$ cat src/rtl/seg_scan_capture.sv
// Receive side of a multiplexed 7-segment bus: debounces each digit dwell,
// decodes glyphs back to nibbles and reassembles the 32-bit display word.
module seg_scan_capture #(
  parameter int unsigned STABLE_CYCLES = 4
) (
  input  logic        clk,
  input  logic        clr,
  input  logic [7:0]  SEG,
  input  logic [7:0]  AN,
  output logic [31:0] data,
  output logic [7:0]  dp,
  output logic [7:0]  digit_err,
  output logic        data_valid,
  output logic        changed
);

  typedef enum logic {TRACK, HELD} state_t;

  localparam logic [7:0] CNT_TGT = 8'(STABLE_CYCLES - 1);

  // returns {err, nibble}; unknown patterns decode to nibble 0 with err set
  function automatic logic [4:0] glyph_dec(input logic [6:0] p);
    logic [4:0] r;
    case (p)
      7'h3F: r = 5'h00;
      7'h06: r = 5'h01;
      7'h5B: r = 5'h02;
      7'h4F: r = 5'h03;
      7'h66: r = 5'h04;
      7'h6D: r = 5'h05;
      7'h7D: r = 5'h06;
      7'h07: r = 5'h07;
      7'h7F: r = 5'h08;
      7'h6F: r = 5'h09;
      7'h77: r = 5'h0A;
      7'h7C: r = 5'h0B;
      7'h39: r = 5'h0C;
      7'h5E: r = 5'h0D;
      7'h79: r = 5'h0E;
      7'h71: r = 5'h0F;
      default: r = 5'h10;
    endcase
    return r;
  endfunction

  state_t          state_q, state_d;
  logic [7:0]      s_seg_q, s_seg_d;
  logic [7:0]      s_an_q, s_an_d;
  logic [7:0]      cnt_q, cnt_d;
  logic [7:0]      seen_q, seen_d;
  logic [7:0][3:0] stage_nib_q, stage_nib_d;
  logic [7:0]      stage_err_q, stage_err_d;
  logic [7:0]      stage_dp_q, stage_dp_d;
  logic [31:0]     data_q, data_d;
  logic [7:0]      dp_q, dp_d;
  logic [7:0]      err_q, err_d;
  logic            valid_q, valid_d;
  logic            changed_q, changed_d;

  logic [7:0]      sel;
  logic            sel_ok;
  logic            in_chg;
  logic            accept;
  logic            frame_done;
  logic [4:0]      dec;

  always_comb begin
    s_seg_d = SEG;
    s_an_d  = AN;
    in_chg  = (SEG != s_seg_q) || (AN != s_an_q);
    cnt_d   = in_chg ? 8'd0 : ((cnt_q == 8'hFF) ? 8'hFF : cnt_q + 8'd1);

    sel    = ~s_an_q;
    sel_ok = (sel != 8'h00) && ((sel & (sel - 8'd1)) == 8'h00);
    // a dwell must still be intact on the accepting edge, so exactly
    // STABLE_CYCLES held cycles is not enough
    accept = sel_ok && (state_q == TRACK) && (cnt_q == CNT_TGT) && !in_chg;

    if (!sel_ok || in_chg) state_d = TRACK;
    else if (accept)       state_d = HELD;
    else                   state_d = state_q;

    dec         = glyph_dec(~s_seg_q[6:0]);
    frame_done  = (seen_q == 8'hFF);
    seen_d      = frame_done ? 8'h00 : seen_q;
    stage_nib_d = stage_nib_q;
    stage_err_d = stage_err_q;
    stage_dp_d  = stage_dp_q;
    if (accept) begin
      seen_d = seen_d | sel;
      for (int i = 0; i < 8; i++) begin
        if (sel[i]) begin
          stage_nib_d[i] = dec[3:0];
          stage_err_d[i] = dec[4];
          stage_dp_d[i]  = ~s_seg_q[7];
        end
      end
    end

    data_d    = data_q;
    dp_d      = dp_q;
    err_d     = err_q;
    valid_d   = 1'b0;
    changed_d = 1'b0;
    if (frame_done) begin
      data_d    = stage_nib_q;
      dp_d      = stage_dp_q;
      err_d     = stage_err_q;
      valid_d   = 1'b1;
      changed_d = (32'(stage_nib_q) != data_q);
    end
  end

  always_ff @(posedge clk) begin
    if (clr) begin
      state_q     <= TRACK;
      s_seg_q     <= 8'hFF;
      s_an_q      <= 8'hFF;
      cnt_q       <= 8'd0;
      seen_q      <= 8'h00;
      stage_nib_q <= '0;
      stage_err_q <= 8'h00;
      stage_dp_q  <= 8'h00;
      data_q      <= 32'h0;
      dp_q        <= 8'h00;
      err_q       <= 8'h00;
      valid_q     <= 1'b0;
      changed_q   <= 1'b0;
    end else begin
      state_q     <= state_d;
      s_seg_q     <= s_seg_d;
      s_an_q      <= s_an_d;
      cnt_q       <= cnt_d;
      seen_q      <= seen_d;
      stage_nib_q <= stage_nib_d;
      stage_err_q <= stage_err_d;
      stage_dp_q  <= stage_dp_d;
      data_q      <= data_d;
      dp_q        <= dp_d;
      err_q       <= err_d;
      valid_q     <= valid_d;
      changed_q   <= changed_d;
    end
  end

  assign data       = data_q;
  assign dp         = dp_q;
  assign digit_err  = err_q;
  assign data_valid = valid_q;
  assign changed    = changed_q;

endmodule

$ cat config.mk
export PLATFORM = sky130hd
export DESIGN_NAME = seg_scan_capture
export DESIGN_NICKNAME = d
export VERILOG_FILES = /design/src/rtl/seg_scan_capture.sv
export SDC_FILE = /design/constraint.sdc
export NUM_CORES = 1
export LEC_CHECK = 0
export CORE_MARGIN = 3
export CORE_UTILIZATION = 55
export DETAILED_ROUTE_END_ITERATION = 10
export PLACE_DENSITY_LB_ADDON = 0.1
export SYNTH_ARGS = -nofsm -noshare
export SYNTH_HDL_FRONTEND = slang
export SYNTH_SLANG_ARGS = --single-unit
$ cat constraint.sdc
create_clock -name clk -period 2.1 [get_ports clk]
set_input_delay 0.42 -clock clk [delete_from_list [all_inputs] [get_ports clk]]
set_output_delay 0.42 -clock clk [all_outputs]
set_load 0.005 [all_outputs]
* After elaboration in Yosys (flattened, before gate mapping)
Cells that the tools add are included.
Word-level totals: output and inout port bits 50, word-level logic and storage cells 91, register bits after elaboration 131, input port bits 18
Cells by class: reductions and logical operators 21, add/subtract/negate cells 2, multiplexer cells 5, eq/ne operators 22, bitwise operators 7
Operator list (count):
- $eq 7x7->1 const B | 12
- $pmux 5 s16 | 1
- $ne 32x32->1 | 1
- $mux 8 | 3
- $eq 8x8->1 const B | 2
- $ne 8x8->1 | 2
- $reduce_and 2->1 | 8
- $eq 7x3->1 const B | 2
- $eq 7x6->1 const B | 2
- $add 8x1->8 const B | 1
- $and 8x8->8 | 1
- $eq 8x2->1 const B | 1
- $logic_not 8->1 | 1
- $not 8->8 | 1
- $or 8x8->8 | 1
- $reduce_bool 8->1 | 1
- $sub 8x1->8 const B | 1
- $not 7->7 | 1
- $reduce_or 2->1 | 3
- $logic_and 1x1->1 | 4
- $not 1->1 | 3
- $logic_not 1->1 | 2
- $logic_or 1x1->1 | 2
- $mux 1 | 1

* Depth between registers and ports, before layout
Gate-level depths: netlist (run 1).
word-level depth 9, depth in mapped cells 7, depth with buffers taken out 6

* Worst setup path before layout (run 1)
No wires, ideal clock.
path kind flip-flop to flip-flop, start point register s_seg_q[0], end point register stage_nib_q[13] (netlist name), stages on the path, launching flop included 7, required time 1.970 ns, path buffers 1, setup slack 0.182 ns, arrival time 1.788 ns, cell sequence dfxtp_1 -> buf_6 -> xnor2_2 -> nand4_2 -> nor3_4 -> nand4b_4 -> mux2i_1
Between the ends: longest elaborated chain between the ends 5, elaborated cells between the ends (all ways) 23, those cells by class eq/ne (17); mux (1); bitwise (1); reduce/logical (4)
RTL lines:
- from (decl) | line 47 | logic [7:0] s_seg_q, s_seg_d;
- from (signal assigned) | line 131 | s_seg_q <= s_seg_d;
- branches (longest 5 deep; another with $pmux 5 s16)
- to (signal assigned) | line 135 | stage_nib_q <= stage_nib_d;
- to (decl) | line 51 | logic [7:0][3:0] stage_nib_q, stage_nib_d;
Parallel ways; which one is timed is not known. A chain may end at the register's enable or synchronous reset.

* Worst setup path in the final report (run 1)
start point register s_seg_q[5], end point register stage_nib_q[16] (netlist name)
The elaborated chain is that of the path after synthesis.

==> results.txt, run 1 <==
The residual overflow from global routing came out at 0. The number of placed I/O pins is 68. The number of buffers inserted by port buffering is 67. TritonCTS built the clock tree. The number of instances in the synthesized netlist came out at 610.

Fill cells in the final layout number 777. Setup repair after global routing left no endpoint under its margin. On the final layout, the worst clock skew is 0.0117 ns. The combined area of all synthesized cells came out at 5600 µm².

The hold buffer count at cts is 0. The total number of placement rows is 36. The max-cap check violation count came out at 0. The total CTS buffers came out at 17. The ratio of routed vias to standard cells is 5.47. For met3 alone, demand over resource in global routing was 0.0572. The hold violation count in the final report is 0. The net count of the finished layout is 711. The required time at the endpoint of the critical path is 2.55 ns. The met2 track demand over resource in global routing is 0.420. The pin count of the biggest net entering global routing is 35. The routing usage on met1 is 0.299. The post-cts repair resize count is 0. Leaving out fill and tap cells, the most frequent cells in the layout are sky130_fd_sc_hd__nand2_1, sky130_fd_sc_hd__dfxtp_1, sky130_fd_sc_hd__clkdlybuf4s50_1.

The slew of the pin with the lowest slew margin came out at 0.505 ns. The total clock sinks is 131. The post-detailed-routing wire length is 13400 µm. The tightest hold path in the finished design has a slack of 0.335 ns. In this run the power density over the cells is 791 nW/µm². The worst-case headroom to the max-slew limit came out at 0.663.

The H-tree was split into 4 levels. Synthesis produced a netlist with a net count of 629. The maximum frequency from static timing analysis is 0.502 GHz. Detailed routing inserted a total of 4585 vias. In this run the static leakage power is 2.98 nW. The max-slew violation count came out at 0. The vertical die dimension is 107 µm. The sequential-to-total area share from yosys stat came out at 0.468.

After detailed routing, the average wire length per cell comes to 16.0 µm. The worst-case clock buffer depth is 2. The mean instance size in the synthesized netlist came out at 9.18 µm².

The register bit total from synthesis came out at 131. The remaining design rule violation count is 0. The final critical-path required period is 1.99 ns. The number of enable flip-flop cells after synthesis is 0. By startpoint and endpoint, the worst setup path is classified as reg -> reg. In this run the remaining antenna-violating nets after routing total 0. The buffering stage count on the worst path with inverters included came out at 1. The number of antenna violations at the first check in global routing is 0.

After clock tree synthesis, the clock-pin slew on the worst setup and hold paths is 0.06 ns. The endpoint class of the critical path is a flip-flop. The run finished with clean final reports. The critical path's largest stage delay came out at 0.67 ns. Buffers added to address setup during post-CTS repair amount to 0. The number of global-route vias before repair came to 4417.

The detailed router's first-iteration violation count is 335. The cell chosen for the clock root is sky130_fd_sc_hd__clkbuf_8. The total area inside the core boundary comes to 9820 µm². For this run, the leading register cell type out of synthesis is sky130_fd_sc_hd__dfxtp_1. The area of all sequential standard cells came out at 2620 µm². The starting utilization of the core area came out at 0.570. The most utilized layer in the global route result is met2. The type of the most critical hold path is in -> reg.

The fraction of layout instances using a drive strength above 1 came out at 0.149. In the final layout, the multi-input gates occupy 2830 µm². The number of antenna diodes came out at 0.

The area of the die is 11400 µm². After routing, the total negative slack on setup checks comes to 0 ns. Of the available clock period, the critical path in the final layout requires 0.949. The data arrival at the endpoint of the critical path is 2.44 ns. Of all flip-flops after synthesis, the portion carrying an async set or reset was 0. The count of yosys warnings during synthesis is 0. The first TritonRoute pass finished after 5 iterations. The HPWL after detailed placement came out at 9520 µm. The largest fanout on the critical path came out at 8.

The first global-routing pass estimated 21700 µm of wire. The global-route usage over all layers came out at 0.245. Setup violations remaining at the end of the flow were counted as 0. Leaving out fill and tap cells, the most frequent cell in the layout is sky130_fd_sc_hd__nand2_1.

Traced cell by cell, the critical path runs through buf_4, or4b_2, nand4bb_1, a31o_2, mux2i_1. The cell family contributing the most delay on the critical path is simple AND/OR/NAND/NOR gates. The distinct cell type count of the synthesized netlist is 51. The slowest stage of the critical path belongs to the cell sky130_fd_sc_hd__or4b_2.

The growth of design area from synthesis to finish is 27.8%. The maximum VDD drop is 564 µV. The global placer's final weighted congestion came out at 0.845. The insertion delay to the later sink of the worst-skew pair came out at 0.53 ns.

The floorplan step set the die width to 107 µm. STA classifies the critical path startpoint as a flip-flop.
routing by layer:
layer  up-vias  routed length, µm  share of wire
met4         0                299          0.022
met2       135               6650           0.50
met3        20                615          0.046
met1      2175               5860           0.44
li1       2255                  -              -
met5         -                  0              0
cells in the mapped netlist (3+ instances only):
| cell type | n | area, µm² |
|---|---|---|
| sky130_fd_sc_hd__buf_2 | 5 | 25.0 |
| sky130_fd_sc_hd__xor2_1 | 10 | 87.6 |
| sky130_fd_sc_hd__xnor2_1 | 43 | 377 |
| sky130_fd_sc_hd__nor4_1 | 6 | 37.5 |
| sky130_fd_sc_hd__nor2_1 | 7 | 26.3 |
| sky130_fd_sc_hd__nand3_1 | 6 | 30.0 |
| sky130_fd_sc_hd__or2_2 | 20 | 125 |
| sky130_fd_sc_hd__dfxtp_1 | 131 | 2620 |
| sky130_fd_sc_hd__nor3_1 | 10 | 50.1 |
| sky130_fd_sc_hd__buf_1 | 3 | 11.3 |
| sky130_fd_sc_hd__a31oi_1 | 3 | 18.8 |
| sky130_fd_sc_hd__nand4b_4 | 7 | 166 |
| sky130_fd_sc_hd__clkbuf_1 | 25 | 93.8 |
| sky130_fd_sc_hd__and3_1 | 4 | 25.0 |
| sky130_fd_sc_hd__o21ai_0 | 4 | 20.0 |
| sky130_fd_sc_hd__mux2i_1 | 49 | 490 |
| sky130_fd_sc_hd__nand2_1 | 157 | 589 |
| sky130_fd_sc_hd__nor4b_1 | 4 | 35.0 |
| sky130_fd_sc_hd__a21oi_1 | 65 | 325 |
| sky130_fd_sc_hd__nand4_1 | 13 | 81.3 |
power by group:
group	internal, mW	switching [mW]
logic	0.128	0.147
clock network	1.79	1.08
registers	2.50	0.0158
total	4.42	1.24
stage by stage:
| step | cell area, µm² | std cells | power (mW) | setup slack [ns] | utilization |
|---|---|---|---|---|---|
| CTS | 7150 | 838 | 5.69 | 0.125 | 0.728 |
| detailed placement | 6570 | 806 | 2.85 | -0.300 | 0.669 |
| floorplan | 5600 | 610 | 2.73 | 0.182 | - |
| global route | 7160 | 838 | 5.83 | 0.0231 | 0.729 |
| global placement | 6570 | 806 | 2.84 | -0.241 | 0.669 |
| finish | 7160 | 838 | 5.66 | 0.108 | 0.729 |
logic make-up after synthesis:
logic type	share of synthesized area
AND/OR/NAND/NOR	0.240
flip-flops	0.468
AO/OA/AOI/OAI	0.0862
XOR/XNOR	0.0858
multiplexers	0.0876
buffers and inverters	0.0286
adder cells (fa/ha/maj)	0.00402
worst paths after layout:
kind	endpoint	cells past startpoint	startpoint	slack, ns
max reg2reg	stage_nib_q[16]	5	s_seg_q[5]	0.11
min reg2reg	digit_err[0]	2	digit_err[0]	0.45
max	stage_nib_q[16]	5	s_seg_q[5]	0.11
min	s_seg_q[3]	2	clr	0.34
flip-flops by register name, indices dropped and copies added (netlist names):
| name | cells |
|---|---|
| data | 32 |
| stage_nib_q | 32 |
| cnt_q | 8 |
| digit_err | 8 |
| dp | 8 |
| s_an_q | 8 |
| s_seg_q | 8 |
| seen_q | 8 |
| stage_dp_q | 8 |
| stage_err_q | 8 |
| changed | 1 |
| data_valid | 1 |
| state_q | 1 |
cell type report:
| class | count | share of cell area |
|---|---|---|
| well taps | 133 | 0.0233 |
| repair buffers | 98 | 0.133 |
| inverters | 3 | 0.00157 |
| clock inverters | 15 | 0.0233 |
| multi-input cells | 441 | 0.395 |
| clock buffers | 17 | 0.0579 |
| flip-flops and latches | 131 | 0.366 |
No activity file was read; power rests on OpenSTA's default activity.
==> inputs of run 2 (changes only) <==
- SKIP_CTS_REPAIR_TIMING: unset -> 1
==> results of run 2 <==
No change in the layout: final DEF, timing and power equal those of run 1.
